--- src/rtl/multi_edge_detector_if.sv ---
// Signal bundle for the multi-channel edge detector: capture inputs,
// per-channel controls and the pulse/status/interrupt results.
interface multi_edge_detector_if #(
  parameter int unsigned NUM_CH = 8,
  parameter int unsigned FILT_W = 4
);
  logic [NUM_CH-1:0]   i_sig_in;
  logic [2*NUM_CH-1:0] i_mode;
  logic [FILT_W-1:0]   i_filt_len;
  logic [NUM_CH-1:0]   i_clr;
  logic [NUM_CH-1:0]   i_irq_en;
  logic [NUM_CH-1:0]   o_pulse;
  logic [NUM_CH-1:0]   o_status;
  logic                o_irq;

  modport master (
    output i_sig_in, i_mode, i_filt_len, i_clr, i_irq_en,
    input  o_pulse, o_status, o_irq
  );

  modport slave (
    input  i_sig_in, i_mode, i_filt_len, i_clr, i_irq_en,
    output o_pulse, o_status, o_irq
  );
endinterface

--- src/rtl/multi_edge_detector.sv ---
// Multi-channel capture-input edge detector: synchroniser, glitch filter,
// mode-selected edge pulse, sticky W1C status and masked level interrupt.
module multi_edge_detector #(
  parameter int unsigned NUM_CH      = 8,
  parameter int unsigned SYNC_STAGES = 2,
  parameter int unsigned FILT_W      = 4,
  parameter bit          INIT_LEVEL  = 1'b0
) (
  input  logic                  i_clk,
  input  logic                  i_rst,
  multi_edge_detector_if.slave  bus
);

  logic [SYNC_STAGES-1:0][NUM_CH-1:0] sync_q, sync_d;
  logic [NUM_CH-1:0][FILT_W-1:0]      cnt_q, cnt_d;
  logic [NUM_CH-1:0]                  filt_q, filt_d;
  logic [NUM_CH-1:0]                  fprev_q;
  logic [NUM_CH-1:0]                  pulse_q, pulse_d;
  logic [NUM_CH-1:0]                  status_q, status_d;
  logic [NUM_CH-1:0]                  sync_out;
  logic [NUM_CH-1:0]                  rise, fall;

  always_comb begin
    sync_d   = {sync_q[SYNC_STAGES-2:0], bus.i_sig_in};
    sync_out = sync_q[SYNC_STAGES-1];
    rise     = filt_q & ~fprev_q;
    fall     = ~filt_q & fprev_q;
    filt_d   = filt_q;
    cnt_d    = cnt_q;
    pulse_d  = '0;
    for (int unsigned n = 0; n < NUM_CH; n++) begin
      // ">=" lets a lowered filter length release a pending count immediately
      if (sync_out[n] == filt_q[n]) begin
        cnt_d[n] = '0;
      end else if (cnt_q[n] >= bus.i_filt_len) begin
        filt_d[n] = sync_out[n];
        cnt_d[n]  = '0;
      end else begin
        cnt_d[n] = cnt_q[n] + 1'b1;
      end
      unique case (bus.i_mode[2*n +: 2])
        2'b00:   pulse_d[n] = 1'b0;
        2'b01:   pulse_d[n] = rise[n];
        2'b10:   pulse_d[n] = fall[n];
        default: pulse_d[n] = rise[n] | fall[n];
      endcase
    end
    status_d = (status_q & ~bus.i_clr) | pulse_d;
  end

  always_ff @(posedge i_clk) begin
    if (i_rst) begin
      sync_q   <= {(SYNC_STAGES*NUM_CH){INIT_LEVEL}};
      filt_q   <= {NUM_CH{INIT_LEVEL}};
      fprev_q  <= {NUM_CH{INIT_LEVEL}};
      cnt_q    <= '0;
      pulse_q  <= '0;
      status_q <= '0;
    end else begin
      sync_q   <= sync_d;
      filt_q   <= filt_d;
      fprev_q  <= filt_q;
      cnt_q    <= cnt_d;
      pulse_q  <= pulse_d;
      status_q <= status_d;
    end
  end

  assign bus.o_pulse  = pulse_q;
  assign bus.o_status = status_q;
  assign bus.o_irq    = |(status_q & bus.i_irq_en);

endmodule

--- src/flat_wrapper.sv ---
// flat-port wrapper written by rule: the top's interface ports become plain ports
module multi_edge_detector_flat 
#(
  parameter int unsigned NUM_CH      = 8,
  parameter int unsigned SYNC_STAGES = 2,
  parameter int unsigned FILT_W      = 4,
  parameter bit          INIT_LEVEL  = 1'b0
)
  (i_clk, i_rst, bus_i_sig_in, bus_i_mode, bus_i_filt_len, bus_i_clr, bus_i_irq_en, bus_o_pulse, bus_o_status, bus_o_irq);
  multi_edge_detector_if #(.NUM_CH(NUM_CH), .FILT_W(FILT_W)) bus_i ();
  input  logic i_clk;
  input  logic i_rst;
  input wire logic [$bits(bus_i.i_sig_in)-1:0] bus_i_sig_in;
  input wire logic [$bits(bus_i.i_mode)-1:0] bus_i_mode;
  input wire logic [$bits(bus_i.i_filt_len)-1:0] bus_i_filt_len;
  input wire logic [$bits(bus_i.i_clr)-1:0] bus_i_clr;
  input wire logic [$bits(bus_i.i_irq_en)-1:0] bus_i_irq_en;
  output wire logic [$bits(bus_i.o_pulse)-1:0] bus_o_pulse;
  output wire logic [$bits(bus_i.o_status)-1:0] bus_o_status;
  output wire logic [$bits(bus_i.o_irq)-1:0] bus_o_irq;
  assign bus_i.i_sig_in = bus_i_sig_in;
  assign bus_i.i_mode = bus_i_mode;
  assign bus_i.i_filt_len = bus_i_filt_len;
  assign bus_i.i_clr = bus_i_clr;
  assign bus_i.i_irq_en = bus_i_irq_en;
  assign bus_o_pulse = bus_i.o_pulse;
  assign bus_o_status = bus_i.o_status;
  assign bus_o_irq = bus_i.o_irq;
  multi_edge_detector #(.NUM_CH(NUM_CH), .SYNC_STAGES(SYNC_STAGES), .FILT_W(FILT_W), .INIT_LEVEL(INIT_LEVEL)) u_core (.i_clk(i_clk), .i_rst(i_rst), .bus(bus_i));
endmodule
--- config.mk ---
export PLATFORM = sky130hd
export DESIGN_NAME = multi_edge_detector_flat
export DESIGN_NICKNAME = d
export VERILOG_FILES = /design/src/rtl/multi_edge_detector_if.sv /design/src/rtl/multi_edge_detector.sv /design/src/flat_wrapper.sv
export SDC_FILE = /design/constraint.sdc
export NUM_CORES = 1
export LEC_CHECK = 0
export BUFFER_PORTS_ARGS = -buffer_cell sky130_fd_sc_hd__buf_2
export CAP_MARGIN = 10
export CELL_PAD_IN_SITES_DETAIL_PLACEMENT = 0
export CELL_PAD_IN_SITES_GLOBAL_PLACEMENT = 1
export CORE_AREA = 2 2 98 124
export DETAILED_ROUTE_END_ITERATION = 12
export DIE_AREA = 0 0 100 126
export MAX_ROUTING_LAYER = met4
export PLACE_DENSITY_LB_ADDON = 0.1
export SYNTH_ARGS = -nofsm -noshare
export SYNTH_HDL_FRONTEND = slang
export SYNTH_SLANG_ARGS = --single-unit
export TNS_END_PERCENT = 1
--- constraint.sdc ---
create_clock -name i_clk -period 1.55 [get_ports i_clk]
set_input_delay 0.0775 -clock i_clk [delete_from_list [all_inputs] [get_ports i_clk]]
set_output_delay 0.0775 -clock i_clk [all_outputs]
set_load 0.05 [all_outputs]
==> Yosys cells after proc, flatten, opt, wreduce, memory -nomap -nowiden <==
Cells that the tools add are included.
{ "op_classes": {"add_sub_neg": 8, "n_lt_le_gt_ge": 8, "n_eq_ne": 24, "mux": 8, "bitwise": 24, "n_reduce_logical": 25} }
{ "ops": {"columns": ["op", "count"], "rows": [
  ["4-bit by 1-bit adder with 4-bit output, second input constant", 8],
  ["8-bit AND", 4],
  ["4-bit greater-or-equal comparator", 8],
  ["8-bit NOT", 3],
  ["1-bit one-hot mux with 3 select lines", 8],
  ["3-bit OR reduction", 8],
  ["2-bit by 1-bit == test with 1-bit output, second input constant", 8],
  ["2-bit == test, second input constant", 8],
  ["2-bit logical NOT", 8],
  ["2-bit AND reduction", 8],
  ["1-bit == test", 8],
  ["1-bit NOT", 8],
  ["1-bit OR", 8],
  ["8-bit OR", 1],
  ["8-bit OR reduction", 1]
]} }
{ "word_totals": {"regBits": 80, "input_bits": 46, "out_inout_bits": 17, "word_cells": 118} }

==> Logic depth before layout (Yosys ltp) <==
{ "depth": {"depth_word": 5, "ltp_mapped": 6} }

==> Least setup slack after synthesis <==
OpenSTA, ideal clock, no wires.
{ "synth_path": {"path_type": "register -> register", "from": "register u_core.cnt_q[28] (netlist name)", "to": "register u_core.filt_q[7]", "setup_time_ns": 0.101, "arrival_ns": 1.363, "path_slack_ns": 0.086, "stages_incl_launch_ff": 7, "period_less_slack_ns": 1.464, "cell_sequence": "dfxtp_1 -> inv_1 -> ha_1 -> nand2b_4 -> a2111oi_4 -> o21ai_0 -> o41ai_1"} }
{ "synth_between": {"elab_chain_cells": 2} }
{ "synth_rtl": {"columns": ["item", "line_no", "source"], "rows": [
  ["from (decl)", "multi_edge_detector.sv:15", "logic [NUM_CH-1:0][FILT_W-1:0] cnt_q, cnt_d;"],
  ["from (signal assigned)", "multi_edge_detector.sv:63", "cnt_q <= cnt_d;"],
  ["4-bit greater-or-equal comparator", "multi_edge_detector.sv:35", "end else if (cnt_q[n] >= bus.i_filt_len) begin"],
  ["2-bit AND reduction (no line)", null, null],
  ["to (signal assigned)", "multi_edge_detector.sv:54", "filt_q <= {NUM_CH{INIT_LEVEL}};"],
  ["to (signal assigned)", "multi_edge_detector.sv:61", "filt_q <= filt_d;"],
  ["to (decl)", "multi_edge_detector.sv:16", "logic [NUM_CH-1:0] filt_q, filt_d;"]
]} }
Every way passes these cells.
A chain may end at the register's enable or synchronous reset.

==> Worst setup path after layout <==
Ends and elaborated chain as after synthesis.

==> metrics <==
final wirelength=7680 um; Crit Path Max Fanout=3; post-synth top area share=40.7%; Max Cap Viol=0; Hold Violations, Final=0; grt ovf=0; root buffer cell=clkbuf_16; vias in the first global route=2879; synth top area cells=dfxtp_1, ha_1, nor2_1; final antenna-violating net count=0; Post-Syn Area per Cell=10.1 um^2; post-synthesis net count=492; Initial Utilization=34.4%; DP Cell Count=597; CTS tree=done; min Tclk post-route=1460 ps; Finished Layout Cells=620; layout cells sized above 1=23.9%; sequential area share after synthesis=40.7%; most common cell after layout, fill and taps aside=dfxtp_1; worst hold path type=in2reg; Avg WL per Cell=12.4 um; Longest Clk Path Bufs=2; Hold Crit Depth=2; Max Freq=686 MHz; RR Startpoint=u_core.cnt_q[28]$_SDFF_PP0_; antenna fix cells=0; Peak VDD IR=0.000561 V; I/O Pins=63; Post-CTS Repair Setup Buffers=0; via count=2851; DRC violations left=0; Setup-failing EPs final=0; period utilisation layout=94.1%; Yosys cell types=25; Setup Skew=4.27 ps; cell area power density=1000 nW/um^2; RSZ-0062 raised after global routing=yes; Layout Utilization=42.9%; Die ar.=12600 um^2; Core Area=11500 um^2; cts bufs inserted=9; worst path arrival time=1680 ps; Worst Hold Launch=bus_i_sig_in[3]; Hold Path Sink=u_core.sync_d[11]$_SDFF_PP0_; cell leakage power=2.16 nW; Cell Area, Synth=3940 um^2; Yosys Warn Count=0; Setup WS pre-CTS=34.6 ps; critical path class=reg2reg; dominant cell type by area after synthesis=dfxtp_1; first-pass GRT wire length=13200 um; total negative slack=0 ps; Vias/cell=4.60; Reg2Reg Setup Slack=90 ps; initial antenna violation count=0; final hold slack=12.5 ps; CTS clk-pin slew, worst paths=60 ps; row count=44; status=finished, final reports clean; Slew headroom=66.3%; Pre-antenna DRT Iters=4; Critical path origin=u_core.cnt_q[28]$_SDFF_PP0_; Layout Nets=579; most frequent cells in the layout=dfxtp_1, nor2_1, buf_2; worst slew pin tran=504 ps; Die X=100 um; Reg-to-Reg End=u_core.filt_q[7]$_SDFFE_PP0P_; largest net degree at the start of global routing=26; Port Buffers=62; htree depth=3; Req. time, crit path=1770 ps; final setup margin=91.4 ps; Syn Inst Count=390; first-iteration detailed-routing DRC count=40; Total GRT Usage=13.7%; R2R cell count=6; die height=126 um; clock sinks=80; final count of pins violating max slew=0; Synth Register Bits=80; Worst setup EP type=flip-flop; Fillers=1170; Clk Latency, worst-skew pair=330 ps; post-DP HPWL=5890 um; crit path launch type=flip-flop; routability-driven placement congestion ratio=0.712; Layout area overhead=24.7%
-- how the worst max path moves through the flow --
stage | cells after the start | to
floorplan | 6 | u_core.filt_q[7]$_SDFFE_PP0P_
global placement | 7 | u_core.cnt_q[15]$_SDFF_PP0_
detailed placement | 6 | u_core.cnt_q[6]$_SDFF_PP0_
CTS | 6 | u_core.cnt_q[14]$_SDFF_PP0_
global route | 6 | u_core.cnt_q[15]$_SDFF_PP0_
finish | 6 | u_core.filt_q[7]$_SDFFE_PP0P_
-- logic make-up (layout without fill, tap and decap cells) --
kind of cell,count (synthesis),after routing,share of synthesized area [%]
AO/OA/AOI/OAI,68,68,16.5
adder cells (fa/ha/maj),56,56,17.8
buffers and inverters,49,141,4.76
flip-flops,80,80,40.7
AND/OR/NAND/NOR,113,113,15.0
XOR/XNOR,24,24,5.34
-- final cells by class --
cell class / instances / area [um^2] / share of cell area, %
clock buffer: 11 / 243 / 4.94
clock inverter: 5 / 80.1 / 1.63
sequential: 80 / 1600 / 32.6
tap: 138 / 173 / 3.52
multi-input combinational: 261 / 2150 / 43.8
inverter: 43 / 161 / 3.29
timing repair buffer: 82 / 503 / 10.2
-- worst max-delay path, cell delays in order, from the launching register on --
cell and delay [ps]:
dfxtp_1 330, inv_1 50, ha_1 260, nand2b_4 150, a2111oi_4 350, o21ai_0 140
o41ai_1 80
-- through the flow --
step	cell area (um^2)	power (mW)
finish	4910	4.92
global route	4910	5.15
CTS	4910	5.01
detailed placement	4520	2.67
global placement	4520	2.66
floorplan	3940	2.50
-- synthesized netlist by cell type --
| master | n |
|---|---|
| inv_1 | 43 |
| nor2b_1 | 16 |
| a21oi_1 | 8 |
| dfxtp_1 | 80 |
| o41ai_1 | 8 |
| o21ai_2 | 8 |
| a2111oi_4 | 8 |
| a22oi_1 | 4 |
| buf_2 | 3 |
| xnor2_1 | 16 |
| a31oi_1 | 1 |
| clkbuf_1 | 3 |
| nor2_1 | 63 |
| o21a_1 | 8 |
| o211ai_1 | 8 |
| a21o_1 | 7 |
| nand4_1 | 1 |
| nand2b_1 | 1 |
| xor2_1 | 8 |
| nand2_1 | 8 |
| o21ai_0 | 8 |
| nand3b_1 | 8 |
| ha_1 | 56 |
| nand2b_4 | 8 |
| nand3_1 | 8 |
-- sequential cells by signal, indices dropped and copies added, names as in the netlist --
name and cells:
u_core.cnt_q 32, u_core.bus.o_pulse 8, u_core.bus.o_status 8, u_core.filt_q 8, u_core.fprev_q 8, u_core.sync_d 8, u_core.sync_out 8
-- layer usage --
layer,up-vias,global-route usage (%),routed length [um]
li1,1490,-,-
met1,1320,16.1,3570
met2,32,22.8,3800
met3,9,3.11,217
met4,0,4.59,99
met5,-,-,0
-- what timing repair did --
item / CTS / global route
hold endpoints to repair: 7 / 0
setup endpoints to repair: 0 / 39
hold buffers: 7 / 0
gates resized for setup: 0 / 4
-- power by group --
part           internal, mW  switching [mW]
Combinational         0.235           0.269
Clock                  1.45           0.840
Sequential             2.10          0.0243
Total                  3.79            1.13
Power figures use the tool's default switching activity.
